## config.mk

```make
export PLATFORM = sky130hd
export DESIGN_NAME = div_iter
export DESIGN_NICKNAME = d
export VERILOG_FILES = /design/src/rtl/div_iter.sv
export SDC_FILE = /design/constraint.sdc
export NUM_CORES = 1
export LEC_CHECK = 0
export CORE_ASPECT_RATIO = 1.25
export CORE_MARGIN = 8
export CORE_UTILIZATION = 55
export CTS_CLUSTER_DIAMETER = 100
export DETAILED_ROUTE_END_ITERATION = 10
export PLACE_DENSITY = 0.77
export SYNTH_ARGS = -nofsm -noshare
export SYNTH_HDL_FRONTEND = slang
export SYNTH_SLANG_ARGS = --single-unit
export TNS_END_PERCENT = 5
```

## constraint.sdc

```tcl
create_clock -name clk -period 2.52 [get_ports clk]
set_input_delay 0.504 -clock clk [delete_from_list [all_inputs] [get_ports clk]]
set_output_delay 0.504 -clock clk [all_outputs]
set_load 0.05 [all_outputs]
```

## src/rtl/div_iter.sv

```systemverilog
// div_iter: iterative signed fixed-point divider, quot = trunc0((a << BIN_POS) / b), one quotient bit per clock.
// Build option DIV_SAT_EN: saturate quot on overflow / divide-by-zero instead of wrapping.
module div_iter #(
   parameter int DATA_WIDTH = 16,
   parameter int BIN_POS    = 8
) (
   input  logic                  clk,
   input  logic                  rst_n,
   input  logic                  in_valid,
   output logic                  in_ready,
   input  logic [DATA_WIDTH-1:0] a,
   input  logic [DATA_WIDTH-1:0] b,
   output logic                  out_valid,
   input  logic                  out_ready,
   output logic [DATA_WIDTH-1:0] quot,
   output logic                  dbz,
   output logic                  ovf
);
   localparam int W  = DATA_WIDTH;
   localparam int N  = W + BIN_POS;
   localparam int CW = $clog2(N + 1);
   localparam logic [1:0] IDLE = 2'd0, CALC = 2'd1, DONE = 2'd2;
   localparam logic [N-1:0] LIM  = N'(1) << (W - 1);
   localparam logic [W-1:0] MAXV = {1'b0, {(W-1){1'b1}}};
   localparam logic [W-1:0] MINV = {1'b1, {(W-1){1'b0}}};
   logic [1:0]    state;
   logic [CW-1:0] cnt;
   logic [W:0]    rem, rem_sh;
   logic [N-1:0]  dvd, q;
   logic [W-1:0]  bm, a_mag, b_mag, q_lo, wrap, res, dbz_res;
   logic          neg, bz, ge, ovf_c;
   assign in_ready  = state == IDLE;
   assign out_valid = state == DONE;
   always_comb begin
      a_mag  = a[W-1] ? -a : a;
      b_mag  = b[W-1] ? -b : b;
      rem_sh = {rem[W-1:0], dvd[N-1]};
      // rem[W] is the carry of the shifted partial remainder; it is never set but keeps the compare exact
      ge     = rem[W] | (rem_sh >= {1'b0, bm});
      q_lo   = q[W-1:0];
      ovf_c  = neg ? q > LIM : q >= LIM;
      wrap   = neg ? -q_lo : q_lo;
`ifdef DIV_SAT_EN
      res     = ovf_c ? (neg ? MINV : MAXV) : wrap;
      dbz_res = neg ? MINV : MAXV;
`else
      res     = wrap;
      dbz_res = '0;
`endif
   end
   always_ff @(posedge clk or negedge rst_n) begin
      if (!rst_n) begin
         state <= IDLE;
         cnt   <= '0;
         rem   <= '0;
         dvd   <= '0;
         q     <= '0;
         bm    <= '0;
         neg   <= 1'b0;
         bz    <= 1'b0;
         quot  <= '0;
         dbz   <= 1'b0;
         ovf   <= 1'b0;
      end else begin
         case (state)
            IDLE: if (in_valid) begin
               neg   <= a[W-1] ^ b[W-1];
               bm    <= b_mag;
               bz    <= b == '0;
               dvd   <= N'(a_mag) << BIN_POS;
               rem   <= '0;
               q     <= '0;
               // a zero divisor skips the iterations but still spends the finishing cycle
               cnt   <= b == '0 ? '0 : CW'(N);
               state <= CALC;
            end
            CALC: if (cnt == '0) begin
               quot  <= bz ? dbz_res : res;
               dbz   <= bz;
               ovf   <= !bz && ovf_c;
               state <= DONE;
            end else begin
               rem <= ge ? rem_sh - {1'b0, bm} : rem_sh;
               dvd <= dvd << 1;
               q   <= {q[N-2:0], ge};
               cnt <= cnt - 1'b1;
            end
            DONE: if (out_ready) state <= IDLE;
            default: state <= IDLE;
         endcase
      end
   end
endmodule

```

# Word level (Yosys, flattened, before mapping)
# Index checks and enable logic that the tools add are counted.
# W data, S select, Z words.
dict set report op_classes {
  n_addsub 5
  n_lt_le_gt_ge 3
  n_eq_ne 6
  muxes 23
  bitwise_logic 2
  n_reduce_logical 10
}
# cell n
set op_table {}
lappend op_table {{$mux W24} 4}
lappend op_table {{$pmux W24 S2} 2}
lappend op_table {{$mux W16} 4}
lappend op_table {{$mux W17} 3}
lappend op_table {{$neg A16 Y16} 3}
lappend op_table {{$pmux W17 S2} 1}
lappend op_table {{$ge A24 B16 Y1 const B} 1}
lappend op_table {{$gt A24 B16 Y1 const B} 1}
lappend op_table {{$ge A17 B16 Y1} 1}
lappend op_table {{$sub A17 B16 Y17} 1}
lappend op_table {{$logic_not A16 Y1} 1}
lappend op_table {{$mux W5} 3}
lappend op_table {{$pmux W5 S2} 1}
lappend op_table {{$mux W2} 3}
lappend op_table {{$ne A2 B2 Y1 const B} 3}
lappend op_table {{$pmux W2 S3} 1}
lappend op_table {{$reduce_and A3 Y1} 2}
lappend op_table {{$logic_not A5 Y1} 1}
lappend op_table {{$sub A5 B1 Y5 const B} 1}
lappend op_table {{$reduce_and A2 Y1} 2}
lappend op_table {{$eq A2 B1 Y1 const B} 1}
lappend op_table {{$eq A2 B2 Y1 const B} 1}
lappend op_table {{$logic_not A2 Y1} 1}
lappend op_table {{$ne A2 B1 Y1 const B} 1}
lappend op_table {{other kinds (6)} 6}
dict set report totals {
  ff_bits 108
  out_inout_bits 20
  elab_cells 60
}

# Logic depth before layout (Yosys ltp)
dict set report logic_depth {
  depth_word 5
  mapped_depth 12
  ltp_nobuf 10
}

# Worst setup path after synthesis
# No wires, ideal clock.
dict set report synth_path {
  kind {register to register}
  from {register state[0]}
  to {register rem[11]}
  setup_time_ns 0.136
  arrival_ns 2.154
  required_ns 2.384
  slack_ns 0.230
  path_stages_with_launch 8
  period_less_slack_ns 2.290
  path_cell_list {dfrtp_1 -> nor2_1 -> and2_1 -> clkbuf_1 -> nor2_1 -> clkbuf_1 -> a32oi_1 -> o31ai_1}
}
dict set report synth_between {
  elab_chain_cells 3
}
# element line_no
set synth_lines {}
lappend synth_lines {{from (decl)} 26} ;# logic [1:0] state;
lappend synth_lines {{from (signal assigned)} 53} ;# state <= IDLE;
lappend synth_lines {{from (signal assigned)} 75} ;# state <= CALC;
lappend synth_lines {{from (signal assigned)} 81} ;# state <= DONE;
lappend synth_lines {{$logic_not A2 Y1 *} -}
lappend synth_lines {{named net in_ready} 10} ;# output logic in_ready,
lappend synth_lines {{$ne A2 B2 Y1 (no line) / $reduce_bool A2 Y1 (equally long branches)} -}
lappend synth_lines {{$reduce_and A3 Y1 (no line)} -}
lappend synth_lines {{to (signal assigned)} 83} ;# rem <= ge ? rem_sh - {1'b0, bm} : rem_sh;
lappend synth_lines {{to (decl)} 28} ;# logic [W:0] rem, rem_sh;
# The timed path passes the listed nets; every way through them passes the cells marked *.
# A chain may end at the register's enable or synchronous reset.

# Worst setup path after layout
dict set report layout_path {
  from {register rem[7]}
  to {register rem[13]}
}
dict set report layout_between {
  elab_chain_cells 5
}
# element line_no
set layout_lines {}
lappend layout_lines {{$ge A17 B16 Y1} 39} ;# ge = rem[W] | (rem_sh >= {1'b0, bm});
lappend layout_lines {{$or A1 B1 Y1} 39}
lappend layout_lines {{$mux W17 *} 83}
lappend layout_lines {{$mux W17 *} 77} ;# CALC: if (cnt == '0) begin
lappend layout_lines {{$pmux W17 S2 *} 65} ;# case (state)
# Every way passes the cells marked *; elsewhere a longest branch is shown, timed or not. The select of a mux whose other input is x is not followed.

==> impl_metrics.tcl <==
set metrics [dict create \
    drive_above_1_share 0.104 \
    core_area_sq_mm 0.0105 \
    criticalPathCategory "flop to flop" \
    clockBufferDepth 2 \
    critPathCaptureType "flop" \
    worst_pin_slew_ns 0.670 \
    cp_slowest_cell "dfrtp_1" \
    cts_htree_levels 3 \
    n_antenna_cell 0 \
    crit_path_frequent_cell "o21ai_0" \
    maxCapViolCount 0 \
    area_growth_pct 20.3 \
    overflow 0 \
    status "finished clean" \
    switching_share 0.462 \
    drt_iter0_drc 276 \
    first_pass_iters 5 \
    grt_max_degree 73 \
    p_int_mw 5.31 \
    cp_top_family "compound AO/OA/AOI/OAI gates" \
    synth_compound_area_frac 0.210 \
    ys_seq_elements 100 \
    antenna_found_initial 0 \
    numCtsBuffers 9 \
    vdd_drop_max_uv 603 \
    finalHoldViolCount 0 \
    wirelength_um 13500 \
    io_pins 56 \
    crit_arrival_ns 2.67 \
    ctsHoldBuffers 0 \
    num_vias 4925 \
    placed_cell_area_sq_mm 0.00667 \
    syn_area_sq_mm 0.00582 \
    slowest_delay_ns 0.41 \
    synth_top_family_by_area "compound AO/OA/AOI/OAI gates" \
    avgRoutedWirePerCell_um 15.9 \
    synthArstFlopShare 1.00 \
    comb_power_share 0.581 \
    grt_pass1_vias 4930 \
    cts_tree "done" \
    antenna_left 0 \
    seq_power_share 0.277 \
    leakage_nw 3.08 \
    netlist_instances 652 \
    die_area_sq_mm 0.0141 \
    hold_class "input port to asynchronous set/reset pin" \
    synth_xor_area_frac 0.0843 \
    clock_skew_ns 0.0115 \
    dp_cells 837 \
    yosys_warnings 0 \
    most-common-layout-cells "nand2_1 (110), dfrtp_1 (100), o21ai_0 (86)" \
    synth.mux.area_fraction 0.0123 \
    synth_area_per_cell_sq_um 8.92 \
    fin_util 0.670 \
    startpoint_type "flop" \
    cts.sinks 100 \
    vias_per_cell 5.77 \
    maxSlewViolCount 0 \
    fin_cells 853 \
    gp_routability_congestion 0.917 \
    finalSetupViolCount 0 \
    rsz0062_at_grt "yes" \
    crit_chain "ha_1 > a21oi_1 > o21ai_0 > o31ai_2 > o311a_1 > buf_12 > nand2b_1 > o21ai_0" \
    finalCritPeriodShare 0.971 \
    dp_hpwl_um 9830 \
    clkPwrFrac 0.142 \
    cp.required_ns 2.74 \
    final_common_cell "nand2_1" \
    chipHeight_um 131 \
    power_density_mw_per_mm2 1410 \
    grt_pass1_wl_um 22900 \
    grt_usage 0.199 \
    relSlewSlack 0.547 \
    die_w_um 108 \
    rows 42 \
    clock_latency_ns 0.35 \
    yosys.area_share.adder 0.0486 \
    final_area_sq_mm 0.00700 \
    dominantRegCellSynth "dfrtp_1" \
    port_buffers 55 \
    drc_errors 0 \
    clock-root-buffer "clkbuf_16" \
    synth_edf_count 0 \
    synthesis.nets 710 \
    switchingPower_mw 4.56 \
    synth_cell_type_count 54 \
    initial_utilization 0.556 \
    yosys.area_share.simple 0.168 \
    fmax_mhz 409 \
    cp_max_fo 28 \
    crit_buf_inv 1 \
    min_period_ns 2.45 \
    fillers 849 \
    yosysSeqAreaShare 0.430 \
    num-nets-final 774 \
    clk_pin_slew_ns 0.08 \
]
==> cell families after synthesis <==
family	count (synthesis)
simple gates	212
compound gates	190
xor+xnor	56
fa+ha+maj	22
flops	100
buf+inv	65
mux	7
==> state kept, by name, summed over array words and instances, names as in the netlist <==
name   count
q         24
rem       17
bm        16
dvd       16
quot      16
cnt        5
state      2
bz         1
dbz        1
neg        1
ovf        1
==> worst register-to-register path: cells and delay by family, from the launching register on <==
kind / cells / cell delay, ns
AO/OA/AOI/OAI: 5 / 1.10
AND/OR/NAND/NOR: 1 / 0.22
buffers and inverters: 1 / 0.20
flip-flops: 1 / 0.41
adder cells (fa/ha/maj): 1 / 0.40
==> synth_stat cells, types with 2 or more instances <==
cell	count	share of area
nand4_1	2	0.0022
a21oi_1	20	0.017
ha_1	21	0.045
inv_1	30	0.019
o21ai_1	4	0.0034
dfrtp_1	100	0.43
a31oi_1	3	0.0032
buf_6	3	0.0058
buf_1	3	0.0019
or2_2	3	0.0032
nand2b_1	12	0.013
nand3_1	25	0.022
o21ai_0	88	0.076
a221o_1	2	0.0034
xnor2_1	10	0.015
o21bai_1	2	0.0026
o41ai_1	6	0.0090
or4_4	2	0.0039
mux2i_1	6	0.010
nor2_1	25	0.016
xor2_1	46	0.069
a22oi_1	12	0.015
nor4_1	4	0.0043
o311ai_0	3	0.0045
nand3b_1	2	0.0026
nand2_1	110	0.071
or4_1	2	0.0026
o311ai_2	4	0.011
o31ai_1	19	0.025
or3_4	2	0.0039
clkbuf_1	25	0.016
a211oi_1	2	0.0026
nor3_1	8	0.0069
or3_1	3	0.0032
buf_2	4	0.0034
o211ai_1	4	0.0052
and2_1	2	0.0022
a32oi_1	6	0.0090
nor2b_1	6	0.0065
a21o_1	7	0.0090
==> power by group through the flow <==
stage          Clock, mW  Combinational [mW]  Sequential [mW]
2_1_floorplan          0                3.80             3.00
4_1_cts             1.42                5.66             2.73
3_5_place_dp           0                5.59             2.76
3_3_place_gp           0                5.42             2.72
5_1_grt             1.48                6.36             2.82
6_report            1.40                5.74             2.74
==> metrics by stage <==
stage               hold WS (ns)  power [mW]  setup WS [ns]  setup TNS, ns
CTS                       0.0818        9.81         0.0145              0
detailed placement         0.460        8.35        -0.0938         -0.496
finish                    0.0672        9.88         0.0735              0
global placement           0.452        8.15        -0.0361        -0.0962
global route              0.0988        10.7        -0.0540         -0.178
floorplan                  0.208        6.80          0.230              0
==> cell type report <==
type                    count  area, sq um  area share
flip-flops and latches    100         2500       0.357
clock buffers              10          239      0.0341
clock inverters             6         65.1     0.00929
inverters                  30          113      0.0161
well taps                 132          165      0.0236
repair buffers             88          833       0.119
multi-input cells         487         3080       0.440
==> metal layers <==
| metal | vias up | global-route usage | wire length [um] |
|---|---|---|---|
| met5 | - | 0 | 0 |
| met4 | 0 | 0.0556 | 152 |
| met3 | 12 | 0.0299 | 633 |
| met2 | 117 | 0.353 | 6910 |
| met1 | 2375 | 0.245 | 5840 |
| li1 | 2421 | - | - |
==> worst paths after layout <==
check	slack, ns	cells past startpoint	to	from
setup / recovery	0.07	8	rem[13]	rem[7]
hold / removal	0.07	1	quot[13]	rst_n
setup reg to reg	0.07	8	rem[13]	rem[7]
hold reg to reg	0.48	2	quot[8]	quot[8]
max in group asynchronous	1.73	2	bm[5]	rst_n
min in group clk	0.48	2	quot[8]	quot[8]
==> repair_timing <==
action,in CTS,in global routing
resized for setup,1,11
setup buffers,0,0
endpoints found under the setup margin,7,16
pin swaps,0,1
No activity file was read; power rests on OpenSTA's default activity.
==> edit: new RTL, same settings <==
Register the output `ovf` once more, cleared by the reset; this adds one clock of latency there. The other outputs are not delayed to match.
--- a/src/rtl/div_iter.sv
+++ b/src/rtl/div_iter.sv
@@ -24,4 +24,6 @@
    localparam logic [W-1:0] MAXV = {1'b0, {(W-1){1'b1}}};
    localparam logic [W-1:0] MINV = {1'b1, {(W-1){1'b0}}};
+
+   logic ovf_s0;
    logic [1:0]    state;
    logic [CW-1:0] cnt;
@@ -61,5 +63,5 @@
          quot  <= '0;
          dbz   <= 1'b0;
-         ovf   <= 1'b0;
+         ovf_s0 <= 1'b0;
       end else begin
          case (state)
@@ -78,5 +80,5 @@
                quot  <= bz ? dbz_res : res;
                dbz   <= bz;
-               ovf   <= !bz && ovf_c;
+               ovf_s0 <= !bz && ovf_c;
                state <= DONE;
             end else begin
@@ -91,4 +93,12 @@
       end
    end
+   always_ff @(posedge clk or negedge rst_n) begin
+      if (!rst_n) begin
+         ovf <= '0;
+      end else begin
+         ovf <= ovf_s0;
+      end
+   end
+
 endmodule
 
Behaviour: no difference found for any inputs over 10 cycles, from zero or initial values and one cycle with rst_n low; that may be too few to reach the edited logic, so the function may still have changed.
==> edit against the original RTL <==
- final area up 1.5%
- sequential cell count up 1
- setup slack better by 17 ps
- non-clock buffer count up 4
- cell count up 0.59%
- total power up 2.8%
- wire length up 2.3%
- clock skew down 2.5 ps
- synthesized area up 0.43%
- largest power group unchanged
==> edit: results (changes against the original RTL) <==
[status]
status = completed

[finish]
reg_top3 = q (24), rem (17)
nets = 779  ; +0.65%
layout_commonest_cell = nand2_1
area_growth_pct = 21.7
drive_gt1_share_pct = 11.3  ; +0.89 points
diodes = 0  ; unchanged

[grt]
grt_start_max_net_pins = 58  ; -21%
grt_pass1_wl_mm = 23.6  ; +2.7%
antenna_found_initial = 0  ; unchanged
globalRouteTotalUtil_pct = 19.9  ; about the same

[synthesis]
synth_area_leaders = dfrtp_1, o21ai_0, nand2_1
yosysSeqAreaShare_pct = 43.3  ; +0.24 points
ys_async_sr_fraction_pct = 100  ; unchanged
synth_flop_cell = dfrtp_1
synth_commonest_cells = nand2_1, dfrtp_1, o21ai_0, xor2_1, inv_1
netlist-cell-type-count = 54  ; unchanged
syn-num-nets = 711  ; +0.14%
synthDominantCellAreaShare_pct = 43.3  ; +0.24 points
synth_warnings = 0  ; unchanged

[timing]
clock_skew_ps = 8.92  ; -2.53 ps
finalSetupViolations = 0  ; unchanged
slew_headroom_pct = 60.8  ; +6.1 points

[worst_setup_path]
crit_path_max_incr_delay_ps = 440  ; +30 ps
crit_path_max_fanout = 28  ; unchanged
cp.arrival_ps = 2680  ; about the same
r2r_cells = 9  ; +1
slowest_stage = dfrtp_1

[detailed_routing]
drt_iter0_markers = 351  ; +27%
routed_wl_mm = 13.8  ; +2.3%
detail_route.first_pass.iterations = 6  ; +1
vias = 5041  ; +2.4%

[flow_run]
cap_viol_max_count = 0  ; unchanged

[placement]
dp_hpwl_mm = 10.1  ; +2.7%
gp_congestion = 0.918  ; +0.11%
port-buffer-count = 55  ; unchanged

[hold_path]
holdCritPathClass = in -> async

[power]
p_sw_mw = 4.62  ; +1.3%
ir_worst_vdd_v = 0.000575  ; -4.7%
p_leak_nw = 3.12  ; +1.3%

[clocking]
cts_made_buffers = 9  ; unchanged
cts_setup_buffers = 0  ; unchanged
cts-root-buf = clkbuf_16
clk_latency_ps = 340
h-tree-depth = 3  ; unchanged
clk_path_buf_depth = 2  ; unchanged
clk_pin_slew_ps = 70

edit: changes by cell type in the layout (fill, tap and decap cells not counted), moves of 2 or more:
cell / delta
o21ai_0: -2
ha_4: +2
clkbuf_1: +2
inv_8: -2
buf_4: +4
nand2b_1: -3
nand2b_4: +2
edit: power by group through the flow:
| stage | Clock, mW | Combinational, mW | Sequential, mW |
|---|---|---|---|
| after floorplan | 0 | 3.80 | 3.02 |
| after global placement | 0 | 5.45 | 2.74 |
| after detailed placement | 0 | 5.65 | 2.77 |
| after CTS | 1.43 | 5.71 | 2.74 |
| after global routing | 1.49 | 6.58 | 2.85 |
| final | 1.41 | 5.98 | 2.77 |
edit: per-stage QoR:
stage | setup WS (ps) | cell area, µm² | cells | TNS, ps
6_report | 90.3 | 7110 | 858 | 0
5_1_grt | -9.90 | 7110 | 858 | -10.7
4_1_cts | 7.53 | 7030 | 858 | 0
3_5_place_dp | -116 | 6720 | 842 | -495
3_3_place_gp | -31.7 | 6720 | 842 | -85.9
2_1_floorplan | 230 | 5840 | 653 | 0
edit: repair_timing:
action                     4_1_cts  5_1_grt
pin swaps                        0        2
resized for setup                1       20
setup endpoints to repair        3       14
edit: path summary, 6_finish.rpt:
| check | from | endpoint | slack [ps] |
|---|---|---|---|
| min in group clk | ovf_s0 | ovf | 390 |
| worst max register to register | rem[3] | rem[14] | 90 |
| worst min register to register | ovf_s0 | ovf | 390 |
| worst max-delay path | rem[3] | rem[14] | 90 |
| worst min-delay path | rst_n | ovf_s0 | 160 |
| max in group asynchronous | rst_n | rem[5] | 1670 |
edit: logic make-up (layout without fill, tap and decap cells):
kind of cell               Yosys count  count (layout)  synth area share (%)
muxes                                7               7                  1.22
and+or+nand+nor                    212             212                  16.7
xor gates and xnor gates            56              56                  8.39
buffers and inverters               65             138                  4.65
DFF                                101             101                  43.3
AOI/OAI and AO/OA                  190             190                  20.9
adders and majority gates           22              22                  4.84
edit: area by class of cell:
cell class              instances  area (µm²)
clock buffers                  12         246
clock inverters                 4        56.3
fillers                       829        3350
inverters                      30         113
multi-input cells             487        3140
flip-flops and latches        101        2530
well taps                     132         165
repair buffers                 92         863
edit: per-layer routing:
metal / vias up / track usage, % / part of all wire [%]
li1: 2437 / - / -
met1: 2429 / 24.9 / 43
met2: 146 / 32.8 / 50
met3: 29 / 3.77 / 4.9
met4: 0 / 8.04 / 2.3
met5: - / 0 / 0
edit: worst max-delay path, delay by kind of cell, from the launching register on:
family / cells / cell delay (ps)
AO/OA/AOI/OAI: 6 / 1160
adder cells (fa/ha/maj): 1 / 320
buffers and inverters: 1 / 180
flip-flops: 1 / 440
AND/OR/NAND/NOR: 1 / 230
